<file path="src/rtl/bnn_pkg.sv">
// Shared bneuron constants and the packer FSM state encoding.
package bnn_pkg;

  localparam int unsigned BNN_VWIDTH = 32;
  localparam int unsigned BNN_CWIDTH = 6;

  typedef enum logic {
    FILL = 1'b0,
    HOLD = 1'b1
  } pack_state_e;

endpackage

</file>
<file path="src/rtl/bin_popcount.sv">
// Combinational ones counter over a VWIDTH-bit vector.
module bin_popcount #(
  parameter int unsigned VWIDTH = 32,
  parameter int unsigned CWIDTH = 6
) (
  input  logic [VWIDTH-1:0] vec,
  output logic [CWIDTH-1:0] cnt_c
);

  // Sum every bit of the vector.
  always_comb begin
    cnt_c = '0;
    for (int unsigned i = 0; i < VWIDTH; i++) begin
      cnt_c = cnt_c + CWIDTH'(vec[i]);
    end
  end

endmodule

</file>
<file path="src/rtl/bin_vec_packer.sv">
// Binarizes a signed sample stream against THRESH and packs VWIDTH bits LSB-first
// into vectors presented on a valid/ready port. One fill register plus one output
// register sustain 1 sample/cycle.
// Optional feature: define BIN_PACK_POPCNT_EN to add the registered vec_popcnt output.
module bin_vec_packer
  import bnn_pkg::*;
#(
  parameter int unsigned VWIDTH  = BNN_VWIDTH,
  parameter int unsigned CWIDTH  = BNN_CWIDTH,
  parameter int unsigned DWIDTH  = 8,
  parameter int          THRESH  = 0,
  parameter bit          PAD_BIT = 1'b0
) (
  input  logic              clk,
  input  logic              rst_n,
  input  logic              in_valid,
  output logic              in_ready,
  input  logic [DWIDTH-1:0] in_data,
  input  logic              in_last,
  output logic              vec_valid,
  input  logic              vec_ready,
  output logic [VWIDTH-1:0] vec_data,
  output logic              vec_last
`ifdef BIN_PACK_POPCNT_EN
  ,
  output logic [CWIDTH-1:0] vec_popcnt
`endif
);

  pack_state_e       state_q, state_d;
  logic [CWIDTH-1:0] idx_q, idx_d;
  logic [VWIDTH-1:0] fill_q, fill_d;
  logic              hold_last_q, hold_last_d;
  logic              vec_valid_d, vec_last_d;
  logic [VWIDTH-1:0] vec_data_d;

  logic              accept_c, close_c, out_free_c, bin_c, load_c, load_last_c;
  logic [VWIDTH-1:0] bit_vec_c, pad_mask_c, closed_vec_c, load_data_c;

  assign in_ready   = (state_q == FILL);
  assign accept_c   = in_valid && (state_q == FILL);
  assign bin_c      = (int'($signed(in_data)) >= THRESH);
  assign close_c    = accept_c && (in_last || (idx_q == CWIDTH'(VWIDTH - 1)));
  assign out_free_c = !vec_valid || vec_ready;
  assign bit_vec_c  = VWIDTH'(bin_c) << idx_q;
  // Bits above the current index; empty at full width since the shift wraps to zero.
  assign pad_mask_c = PAD_BIT ? ~((VWIDTH'(2) << idx_q) - VWIDTH'(1)) : '0;
  assign closed_vec_c = fill_q | bit_vec_c | pad_mask_c;

  // Next-state: fill/close the vector and move it to the output register when free.
  always_comb begin
    state_d     = state_q;
    idx_d       = idx_q;
    fill_d      = fill_q;
    hold_last_d = hold_last_q;
    load_c      = 1'b0;
    load_data_c = fill_q;
    load_last_c = hold_last_q;
    vec_valid_d = vec_valid && !vec_ready;
    vec_data_d  = vec_data;
    vec_last_d  = vec_last;
    case (state_q)
      FILL: begin
        if (accept_c) begin
          if (close_c) begin
            idx_d = '0;
            if (out_free_c) begin
              load_c      = 1'b1;
              load_data_c = closed_vec_c;
              load_last_c = in_last;
              fill_d      = '0;
            end else begin
              state_d     = HOLD;
              fill_d      = closed_vec_c;
              hold_last_d = in_last;
            end
          end else begin
            idx_d  = idx_q + CWIDTH'(1);
            fill_d = fill_q | bit_vec_c;
          end
        end
      end
      HOLD: begin
        if (out_free_c) begin
          load_c      = 1'b1;
          load_data_c = fill_q;
          load_last_c = hold_last_q;
          fill_d      = '0;
          hold_last_d = 1'b0;
          state_d     = FILL;
        end
      end
      default: state_d = FILL;
    endcase
    if (load_c) begin
      vec_valid_d = 1'b1;
      vec_data_d  = load_data_c;
      vec_last_d  = load_last_c;
    end
  end

  // State, fill and output registers.
  always_ff @(posedge clk or negedge rst_n) begin
    if (!rst_n) begin
      state_q     <= FILL;
      idx_q       <= '0;
      fill_q      <= '0;
      hold_last_q <= 1'b0;
      vec_valid   <= 1'b0;
      vec_data    <= '0;
      vec_last    <= 1'b0;
    end else begin
      state_q     <= state_d;
      idx_q       <= idx_d;
      fill_q      <= fill_d;
      hold_last_q <= hold_last_d;
      vec_valid   <= vec_valid_d;
      vec_data    <= vec_data_d;
      vec_last    <= vec_last_d;
    end
  end

`ifdef BIN_PACK_POPCNT_EN
  logic [CWIDTH-1:0] pc_c;

  bin_popcount #(
    .VWIDTH(VWIDTH),
    .CWIDTH(CWIDTH)
  ) u_popcount (
    .vec  (load_data_c),
    .cnt_c(pc_c)
  );

  // Ones count captured alongside the vector transfer.
  always_ff @(posedge clk or negedge rst_n) begin
    if (!rst_n) begin
      vec_popcnt <= '0;
    end else if (load_c) begin
      vec_popcnt <= pc_c;
    end
  end
`endif

endmodule
</file>
<file path="config.mk">
export PLATFORM = sky130hd
export DESIGN_NAME = bin_vec_packer
export DESIGN_NICKNAME = d
export VERILOG_FILES = /design/src/rtl/bnn_pkg.sv /design/src/rtl/bin_popcount.sv /design/src/rtl/bin_vec_packer.sv
export SDC_FILE = /design/constraint.sdc
export NUM_CORES = 1
export LEC_CHECK = 0
export ABC_CLOCK_PERIOD_IN_PS = 2000
export CAP_MARGIN = 20
export CORE_UTILIZATION = 49
export CTS_CLUSTER_SIZE = 30
export DETAILED_ROUTE_END_ITERATION = 7
export GPL_ROUTABILITY_DRIVEN = 1
export GPL_TIMING_DRIVEN = 0
export HOLD_SLACK_MARGIN = 0.08
export PLACE_DENSITY_LB_ADDON = 0.15
export SYNTH_ARGS = -nofsm -noshare
export SYNTH_HDL_FRONTEND = slang
export SYNTH_SLANG_ARGS = --single-unit
</file>
<file path="constraint.sdc">
create_clock -name clk -period 2 [get_ports clk]
set_clock_uncertainty 0.15 [all_clocks]
set_input_delay 0.4 -clock clk [delete_from_list [all_inputs] [get_ports clk]]
set_output_delay 0.4 -clock clk [all_outputs]
set_load 0.01 [all_outputs]
</file>
# --- Word level (Yosys, flattened, before mapping) ---
# Index checks and enable logic that the tools add are counted.
# W data, S select, Z words.
classes:
  addsub: 1
  n_lt_le_gt_ge: 1
  n_eq_ne: 5
  shift: 1
  n_mux: 28
  bitwise_logic: 2
  n_reduce_logical: 10
op_table:
  columns: ["cell", "n"]
  rows:
  - ["$mux W32", 7]
  - ["$pmux W32 S2", 2]
  - ["$or A32 B32 Y32", 1]
  - ["$shl A1 B6 Y32", 1]
  - ["$mux W1", 14]
  - ["$ge A8 B1 Y1 const B", 1]
  - ["$pmux W1 S2", 4]
  - ["$add A6 B1 Y6 const B", 1]
  - ["$eq A6 B5 Y1 const B", 1]
  - ["$mux W6", 1]
  - ["$ne A2 B1 Y1 const B", 3]
  - ["$reduce_and A2 Y1", 2]
  - ["$reduce_and A4 Y1", 1]
  - ["$logic_and A1 B1 Y1", 3]
  - ["$logic_not A1 Y1", 2]
  - ["$logic_or A1 B1 Y1", 2]
  - ["$ne A2 B2 Y1 const B", 1]
  - ["$not A1 Y1", 1]
word_totals:
  ff_bits: 74
  inputBits: 13
  output_inout_bits: 35
  wordCells: 55

# --- Depth between registers and ports, before layout ---
# Gate-level depths: netlist (run 1).
depth:
  depth_word: 7
  mapped_depth: 9

# --- Worst setup path before layout (run 1) ---
# Ideal clock, no wire load.
synth_path:
  path_kind: "register to register"
  start: "register state_q"
  end: "register fill_q[16]"
  setup_time_ns: 0.122
  arrival_time_ns: 1.664
  slack_ns: 0.064
  stages_incl_launch_ff: 10
  n_path_buf: 5
  period_less_slack_ns: 1.936
  cell_sequence: "dfrtp_1 -> buf_2 -> nor2b_1 -> a31o_1 -> buf_6 -> and2_4 -> buf_6 -> buf_6 -> buf_12 -> nor2_4"
synth_via:
  elab_chain_cells: 6
synth_rtl:
  columns: ["item", "line_no", "source"]
  rows:
  - ["start: declaration", "bin_vec_packer.sv:30", "pack_state_e state_q, state_d;"]
  - ["start signal: assignment", "bin_vec_packer.sv:113", "state_q <= state_d;"]
  - ["$not A1 Y1 (no line)", null, null]
  - ["$logic_and A1 B1 Y1", "bin_vec_packer.sv:41", "assign accept_c = in_valid && (state_q == FILL);"]
  - ["$logic_and A1 B1 Y1", "bin_vec_packer.sv:43", "assign close_c = accept_c && (in_last || (idx_q == CWIDTH'(VWIDTH - 1)));"]
  - ["$mux W32", "bin_vec_packer.sv:65", "if (close_c) begin"]
  - ["$mux W32", "bin_vec_packer.sv:64", "if (accept_c) begin"]
  - ["$pmux W32 S2", "bin_vec_packer.sv:62", "case (state_q)"]
  - ["end signal: assignment", "bin_vec_packer.sv:115", "fill_q <= fill_d;"]
  - ["end: declaration", "bin_vec_packer.sv:32", "logic [VWIDTH-1:0] fill_q, fill_d;"]
# Several ways; a longest one is shown, not always the timed one. The select of a mux whose other input is x is not followed.
# A chain may end at the register's enable or synchronous reset.

# --- Worst setup path in the final report (run 1) ---
layout_path:
  start: "register idx_q[2]"
  end: "register fill_q[21]"
layout_via:
  elab_chain_cells: 6
layout_rtl:
  columns: ["item", "line_no", "source"]
  rows:
  - ["start: declaration", "bin_vec_packer.sv:31", "logic [CWIDTH-1:0] idx_q, idx_d;"]
  - ["start signal: assignment", "bin_vec_packer.sv:114", "idx_q <= idx_d;"]
  - ["$eq A6 B5 Y1 or $shl A1 B6 Y32 (tied branches)", "bin_vec_packer.sv:43, bin_vec_packer.sv:45", null]
  - ["$logic_or A1 B1 Y1 or $or A32 B32 Y32 (tied branches)", "bin_vec_packer.sv:43, bin_vec_packer.sv:48, bin_vec_packer.sv:79", null]
  - ["$logic_and A1 B1 Y1 or $mux W32 (tied branches)", "bin_vec_packer.sv:43, bin_vec_packer.sv:67", null]
  - ["$mux W32 (*)", "bin_vec_packer.sv:65", null]
  - ["$mux W32 (*)", "bin_vec_packer.sv:64", null]
  - ["$pmux W32 S2 (*)", "bin_vec_packer.sv:62", null]
# Mark *: on every way between the ends. The rest lies on a longest branch, timed or not. The select of a mux whose other input is x is not followed.

==> results of run 1 <==
-- registers in the layout, summed over array words and instances, names as in the netlist --
register     count
vec_data        32
vec_valid        1
fill_q          32
state_q          1
vec_last         1
hold_last_q      1
idx_q            6
-- placed cells by master, fill, tap and decap left out, types with 2 or more instances in the layout --
master and n:
dfrtp_2 4, xor2_1 3, a21oi_1 112, clkbuf_1 3, and3_1 7, nor4_4 2
a221o_1 6, buf_4 15, buf_2 3, clkbuf_4 2, or3b_2 2, o21ai_0 5
a31oi_1 2, nand2_1 8, nand3b_1 2, clkdlybuf4s50_1 36, dlygate4sd2_1 2, dfrtp_1 70
clkbuf_2 4, bufinv_16 2, buf_6 4, nor3_2 2, nor2_4 10, nor2_1 38
clkbuf_8 11, nand2b_1 7, nor3_1 3, nand4_1 2
-- critical path, delay by kind of cell, from the launching register on --
kind                   cells  cell delay, ps
buffers and inverters      4             570
flip-flops                 1             470
AND/OR/NAND/NOR            3             460
AO/OA/AOI/OAI              1             230
-- cell usage after synthesis --
cell type,n
a2111oi_4,1
a211oi_2,1
a21boi_0,1
a21o_1,1
a21oi_1,112
a221o_1,6
a31o_1,1
a31oi_1,2
and2_1,1
and2_4,1
and3_1,7
and4b_1,1
buf_12,1
buf_2,9
buf_6,4
clkbuf_1,10
dfrtp_1,74
ha_1,1
inv_1,1
mux2_2,1
nand2_1,8
nand2b_1,7
nand3b_1,2
nand4_1,2
nor2_1,38
nor2_4,10
nor2b_1,2
nor3_1,5
nor4_4,2
o21ai_0,6
o22ai_1,1
or3_1,1
or3b_2,2
xor2_1,3
-- cell families (layout without fill, tap and decap cells) --
family	Yosys count	count (layout)
AO/OA/AOI/OAI	132	132
buffers and inverters	25	90
AND/OR/NAND/NOR	89	89
XOR/XNOR	3	3
multiplexers	1	1
adder cells (fa/ha/maj)	1	1
flip-flops	74	74
-- per-layer routing --
layer,vias up,global-route usage [%]
met1,1327,32.7
met2,74,36.4
met3,18,3.74
met5,-,0
li1,1279,-
met4,0,11.8
-- power by group through the flow --
stage / sequential, mW / combinational [mW] / clock [mW]
6_report: 1.83 / 0.968 / 1.31
5_1_grt: 1.86 / 1.05 / 1.40
4_1_cts: 1.83 / 0.954 / 1.33
3_5_place_dp: 1.83 / 0.959 / 0
3_3_place_gp: 1.83 / 0.935 / 0
2_1_floorplan: 1.88 / 0.462 / 0
-- what timing repair did --
| item | 4_1_cts | 5_1_grt |
|---|---|---|
| hold buffers | 1 | 0 |
| setup buffers | 6 | 3 |
| endpoints found under the setup margin | 72 | 49 |
| pin swaps | 4 | 0 |
| gates cloned | 0 | 1 |
| endpoints found under the hold margin | 74 | 0 |
| resized for setup | 17 | 14 |
-- worst paths after layout --
check | endpoint | depth (start not counted)
min | idx_q[4]$_DFFE_PN0P_ | 2
min reg2reg | fill_q[22]$_DFFE_PN0P_ | 2
max in group asynchronous | idx_q[5]$_DFFE_PN0P_ | 3
max | fill_q[21]$_DFFE_PN0P_ | 8
min in group asynchronous | vec_data[17]$_DFFE_PN0P_ | 2
max reg2reg | fill_q[21]$_DFFE_PN0P_ | 8
-- final cells by class --
class                      count  area share [%]
buffer                        22            3.89
clock buffer                  11            3.59
clock inverter                 4            1.75
inverter                       1          0.0891
multi-input combinational    226            31.8
sequential                    74            44.1
tap                           77            2.29
timing repair buffer          52            12.5
-- through the flow --
stage                     setup WS, ps  util, %  setup TNS (ps)  std cells
after floorplan                   64.1        -               0        325
after detailed placement          -828     59.4          -46570        443
after global placement           -2160     59.0         -206810        442
after global routing              2.76     65.2               0        467
after CTS                         7.30     64.2               0        463
final                             34.2     65.2               0        467
==> reports/summary.txt, run 1 <==
Outcome -> finished with violations
Failing checks -> DRC
Clock sink count -> 74
Slowest cell delay on critical path -> 470 ps
Achievable Freq -> 0.509 GHz
Via density -> 5.78
P_int -> 2.92 mW
Startpoint types -> flop
Root buffer cell -> clkbuf_8
Comb pwr share -> 23.5%
Post-synthesis mux area share -> 0.340%
Clock power frac -> 32.0%
Tmin final -> 1970 ps
Worst Setup End Kind -> flop
Post-synthesis compound-gate area fraction -> 22.1%
Register bit count reported by yosys -> 74
Uppermost layer routed -> met4
Global Route Usage Sum -> 23.6%
Die Y -> 84.3 um
Crit Path Max Fanout -> 11
Tot Pwr -> 4.11 mW
Share of layout cells above drive strength 1 -> 18.5%
IR drop worst, VDD -> 583 uV
Worst Setup Path Type -> flop to flop
Yosys warns -> 0
Top cell by count, worst path -> buf_6
Initial antenna violation count -> 0
GRT overflow -> 0
Via count -> 2698
Simple-gate area share of the yosys netlist -> 16.0%
Min Hold Slack -> 245 ps
Multi-input gate area -> 1340 sq um
DR WL/cell -> 17.0 um
PwrDens -> 976 nW/um^2
DR WL met2 -> 3800 um
WL met1 -> 3560 um
Largest net degree at the start of global routing -> 65
Switching pwr -> 1.19 mW
Crit share post-route -> 98.3%
FF-to-FF setup slack -> 30 ps
Vias in the first global route -> 2512
Max H-tree Level -> 3
Detail Route Antenna Nets -> 0
Avg Cell Area, Syn -> 10.2 sq um
Hold Crit Class -> input port to flop
Synth Area in XOR/XNOR -> 0.792%
Leading area contributor after synthesis -> dfrtp_1
Synth Net Count -> 339
Worst path arrival time -> 2090 ps
Setup violators final -> 0
Reg power frac -> 44.5%
Area of the core -> 6460 sq um
Layout Area Growth over Synthesis -> 27.1%
Top Ports -> 48
TritonCTS clock tree -> built
Clk Latency, worst-skew pair -> 340 ps
First-pass GRT wire length -> 12700 um
Final slew viol count -> 0
Die area -> 7100 sq um
Initial Util -> 51.3%
Synth area leaders -> dfrtp_1, a21oi_1, nor2_1
Diodes inserted -> 0
Cell area after layout -> 4210 sq um
Crit. Startpoint -> idx_q[2]$_DFFE_PN0P_
Synth Area in Adders -> 0.377%
Worst Path Required -> 2130 ps
Max-Cap Viols -> 0
Cells after synthesis -> 325
Placement-stage cell area -> 3840 sq um
DRC Markers -> 6
Top cell type's share of synthesized area -> 55.8%
Filler instances -> 508
Largest family of logic cells by synthesized area -> compound AO/OA/AOI/OAI gates
Switching Fraction -> 29.0%
Final wirelength -> 7950 um
Iter 0 DRT Violations -> 231
FF/Latch Area -> 1860 sq um
PortBufs -> 40
DP Wirelength -> 5280 um
Placer Congestion -> 0.824
Rel. slew slack -> 54.6%
Num rows -> 29
Reg-to-Reg Start -> idx_q[2]$_DFFE_PN0P_
Clock buffer count from CTS -> 9
Hold_sp -> in_last
Netlist cell types -> 34
Worst slew pin tran -> 676 ps
DR WL met3 -> 367 um
Final Hold Violating Endpoints -> 0
CP max stage cell -> dfrtp_2
Die width -> 84.3 um
Layout net count -> 400
Clock Tree Buf Depth -> 2
Static Leak -> 1.85 nW
Worst path cell trace -> and4b_1 -> a31o_1 -> buf_6 -> and2_4 -> buf_6 -> buf_6 -> clkbuf_16 -> nor2_4
Seq/Total Area, Yosys -> 55.8%
Post-Syn Area -> 3320 sq um
Worst-path clk slew -> 80 ps
TritonRoute pass-1 iters -> 6
RSZ-0062 raised after global routing -> false
Power figures use the tool's default switching activity.
==> run 2: changes to the inputs <==
--- a/config.mk
+++ b/config.mk
@@ -5,9 +5,9 @@
 export SDC_FILE = /design/constraint.sdc
 export NUM_CORES = 1
 export LEC_CHECK = 0
-export ABC_CLOCK_PERIOD_IN_PS = 2000
+export ABC_CLOCK_PERIOD_IN_PS = 2300
 export CAP_MARGIN = 20
-export CORE_UTILIZATION = 49
+export CORE_UTILIZATION = 50
 export CTS_CLUSTER_SIZE = 30
 export DETAILED_ROUTE_END_ITERATION = 7
 export GPL_ROUTABILITY_DRIVEN = 1
==> constraint.sdc (replaced) <==
create_clock -name clk -period 2.3 [get_ports clk]
set_clock_uncertainty 0.15 [all_clocks]
set_input_delay 0.46 -clock clk [delete_from_list [all_inputs] [get_ports clk]]
set_output_delay 0.46 -clock clk [all_outputs]
set_load 0.01 [all_outputs]
==> run 2 against run 1 <==
Against the previous run: largest cell class unchanged; sequential power down 14%; sequential share of layout area grew 0.61 points; via count is 0.48% lower; first-iteration DRC count shrank 23%; final area fell by 1.6%; largest power group unchanged; the run now ends clean; non-clock buffer count unchanged; final cell count increased by 0.21%; critical endpoint is now fill_q[12]$_DFFE_PN0P_; clock-buffer cell count is 2 lower; setup slack gained 51 ps; combinational power is 12% lower; worst hold slack improved by 98 ps.
==> reports/summary.txt, run 2 (synthesized netlist as in run 1, its figures left out) <==
DP Worst Slack -> -556 ps
Max H-tree Level -> 3
Clock Tree Buf Depth -> 2
Worst Setup Path Type -> input port to flop
Final core occ -> 64.9%
GRT overflow -> 0
Startpoint types -> input port
Num rows -> 29
TritonCTS clock tree -> built
Die width -> 83.4 um
FF-to-FF setup slack -> 170 ps
Via density -> 5.74
TritonRoute pass-1 iters -> 4
Reg-to-Reg Start -> idx_q[2]$_DFFE_PN0P_
Layout net count -> 400
Global Route Usage Sum -> 24.1%
Commonest cells after routing, fill and taps aside -> a21oi_1, dfrtp_1, nor2_1, clkdlybuf4s50_1
PwrDens -> 851 nW/um^2
Vias in the first global route -> 2570
Clock buffer count from CTS -> 9
Rel. slew slack -> 57.0%
Detail Route Antenna Nets -> 0
Setup TNS -> 0 ps
Outcome -> finished clean
Final Hold Violating Endpoints -> 0
Worst-path clk slew -> 80 ps
Max-Cap Viols -> 0
Tot Pwr -> 3.53 mW
Worst Path Required -> 2440 ps
Initial Util -> 51.9%
Tmin final -> 2210 ps
Clock sink count -> 74
Root buffer cell -> clkbuf_8
DP Wirelength -> 5220 um
Cell area after layout -> 4150 sq um
Worst slew pin tran -> 640 ps
P_int -> 2.47 mW
Clock power frac -> 31.4%
Diodes inserted -> 0
RR Endpoint -> vec_data[1]$_DFFE_PN0P_
Setup violators final -> 0
Share of layout cells above drive strength 1 -> 16.1%
Die Y -> 83.4 um
Switching pwr -> 1.05 mW
Achievable Freq -> 0.452 GHz
Reg2Reg Depth -> 5
Via count -> 2685
Min Hold Slack -> 342 ps
Crit Path Max Fanout -> 10
Final worst slack -> 85.4 ps
Final wirelength -> 7700 um
DRC Markers -> 0
Reg power frac -> 44.5%
Hold Crit Class -> flop to flop
Clk Latency, worst-skew pair -> 350 ps
Worst hold stages -> 2
Area of the core -> 6390 sq um
Placed instance count -> 443
Layout Area Growth over Synthesis -> 25.0%
Iter 0 DRT Violations -> 177
Final slew viol count -> 0
Placement-stage cell area -> 3830 sq um
Static Leak -> 1.82 nW
Switching Fraction -> 29.8%
Initial antenna violation count -> 0
Worst Setup End Kind -> flop
Largest net degree at the start of global routing -> 44
Non-filler cells, final -> 468
Comb pwr share -> 24.1%
IR drop worst, VDD -> 570 uV
Placer Congestion -> 0.816
First-pass GRT wire length -> 12900 um
Die area -> 6960 sq um
Top Registers -> fill_q (32), vec_data (32), idx_q (6)
Top Ports -> 48
Commonest non-fill, non-tap cell in the layout -> a21oi_1
Hold_sp -> fill_q[23]$_DFFE_PN0P_
DR WL/cell -> 16.5 um
Crit share post-route -> 96.3%
RSZ-0062 raised after global routing -> false
PortBufs -> 40
Worst Hold End -> fill_q[23]$_DFFE_PN0P_
Worst path arrival time -> 2350 ps
[run 2: cell count changes in the layout (fill, tap and decap cells not counted), moves of 2 or more]
cell             before  now
buf_2                 3    8
dlygate4sd2_1         2    0
dfrtp_2               4    0
dfrtp_1              70   74
clkdlybuf4s50_1      36   38
clkinvlp_4            0    2
nor3_2                2    0
clkbuf_1              3    5
clkbuf_8             11    9
buf_4                15   10
nor3_1                3    5
[run 2: metal layers]
layer	part of all wire (%)	wire, um	track usage [%]
met5	0	0	0
met4	2.4	185	11.7
met3	4.6	352	3.68
met2	48	3720	37.5
met1	45	3440	33.3
[run 2: final cells by class]
cell class / instances / area, sq um
Clock buffer: 9 / 124
Sequential cell: 74 / 1850
Inverter: 1 / 3.75
Tap cell: 77 / 96.3
Buffer: 23 / 150
Multi-Input combinational cell: 226 / 1330
Timing Repair Buffer: 51 / 498
Clock inverter: 7 / 93.8
Fill cell: 533 / 2240
[run 2: how the worst max path moves through the flow]
stage,depth (start not counted),startpoint,slack [ps],end
after floorplan,9,state_q$_DFF_PN0_,360,fill_q[16]$_DFFE_PN0P_
after global placement,1,rst_n,-1930,vec_data[11]$_DFFE_PN0P_
after detailed placement,8,in_valid,-560,vec_data[15]$_DFFE_PN0P_
after CTS,7,vec_ready,5,fill_q[12]$_DFFE_PN0P_
after global routing,7,vec_ready,2,fill_q[12]$_DFFE_PN0P_
final,7,vec_ready,90,fill_q[12]$_DFFE_PN0P_
[run 2: worst max-delay path, cell delays in order]
cell and delay [ps]:
clkdlybuf4s50_1 470, nor2b_1 40, buf_1 270, a2111oi_4 550
buf_2 310, a21oi_1 140, nor2_4 100
[run 2: timing repair]
action,4_1_cts,5_1_grt
setup endpoints to repair,44,49
hold buffers,1,0
pin swaps,1,2
endpoints found under the hold margin,31,0
gates resized for setup,5,5
buffers inserted,0,9
gates cloned,0,0
[run 2: power groups by stage]
stage | registers [mW] | clock network (mW) | logic, mW
finish | 1.57 | 1.11 | 0.850
global placement | 1.59 | 0 | 0.812
global route | 1.59 | 1.17 | 0.937
floorplan | 1.64 | 0 | 0.401
detailed placement | 1.59 | 0 | 0.828
CTS | 1.57 | 1.12 | 0.839
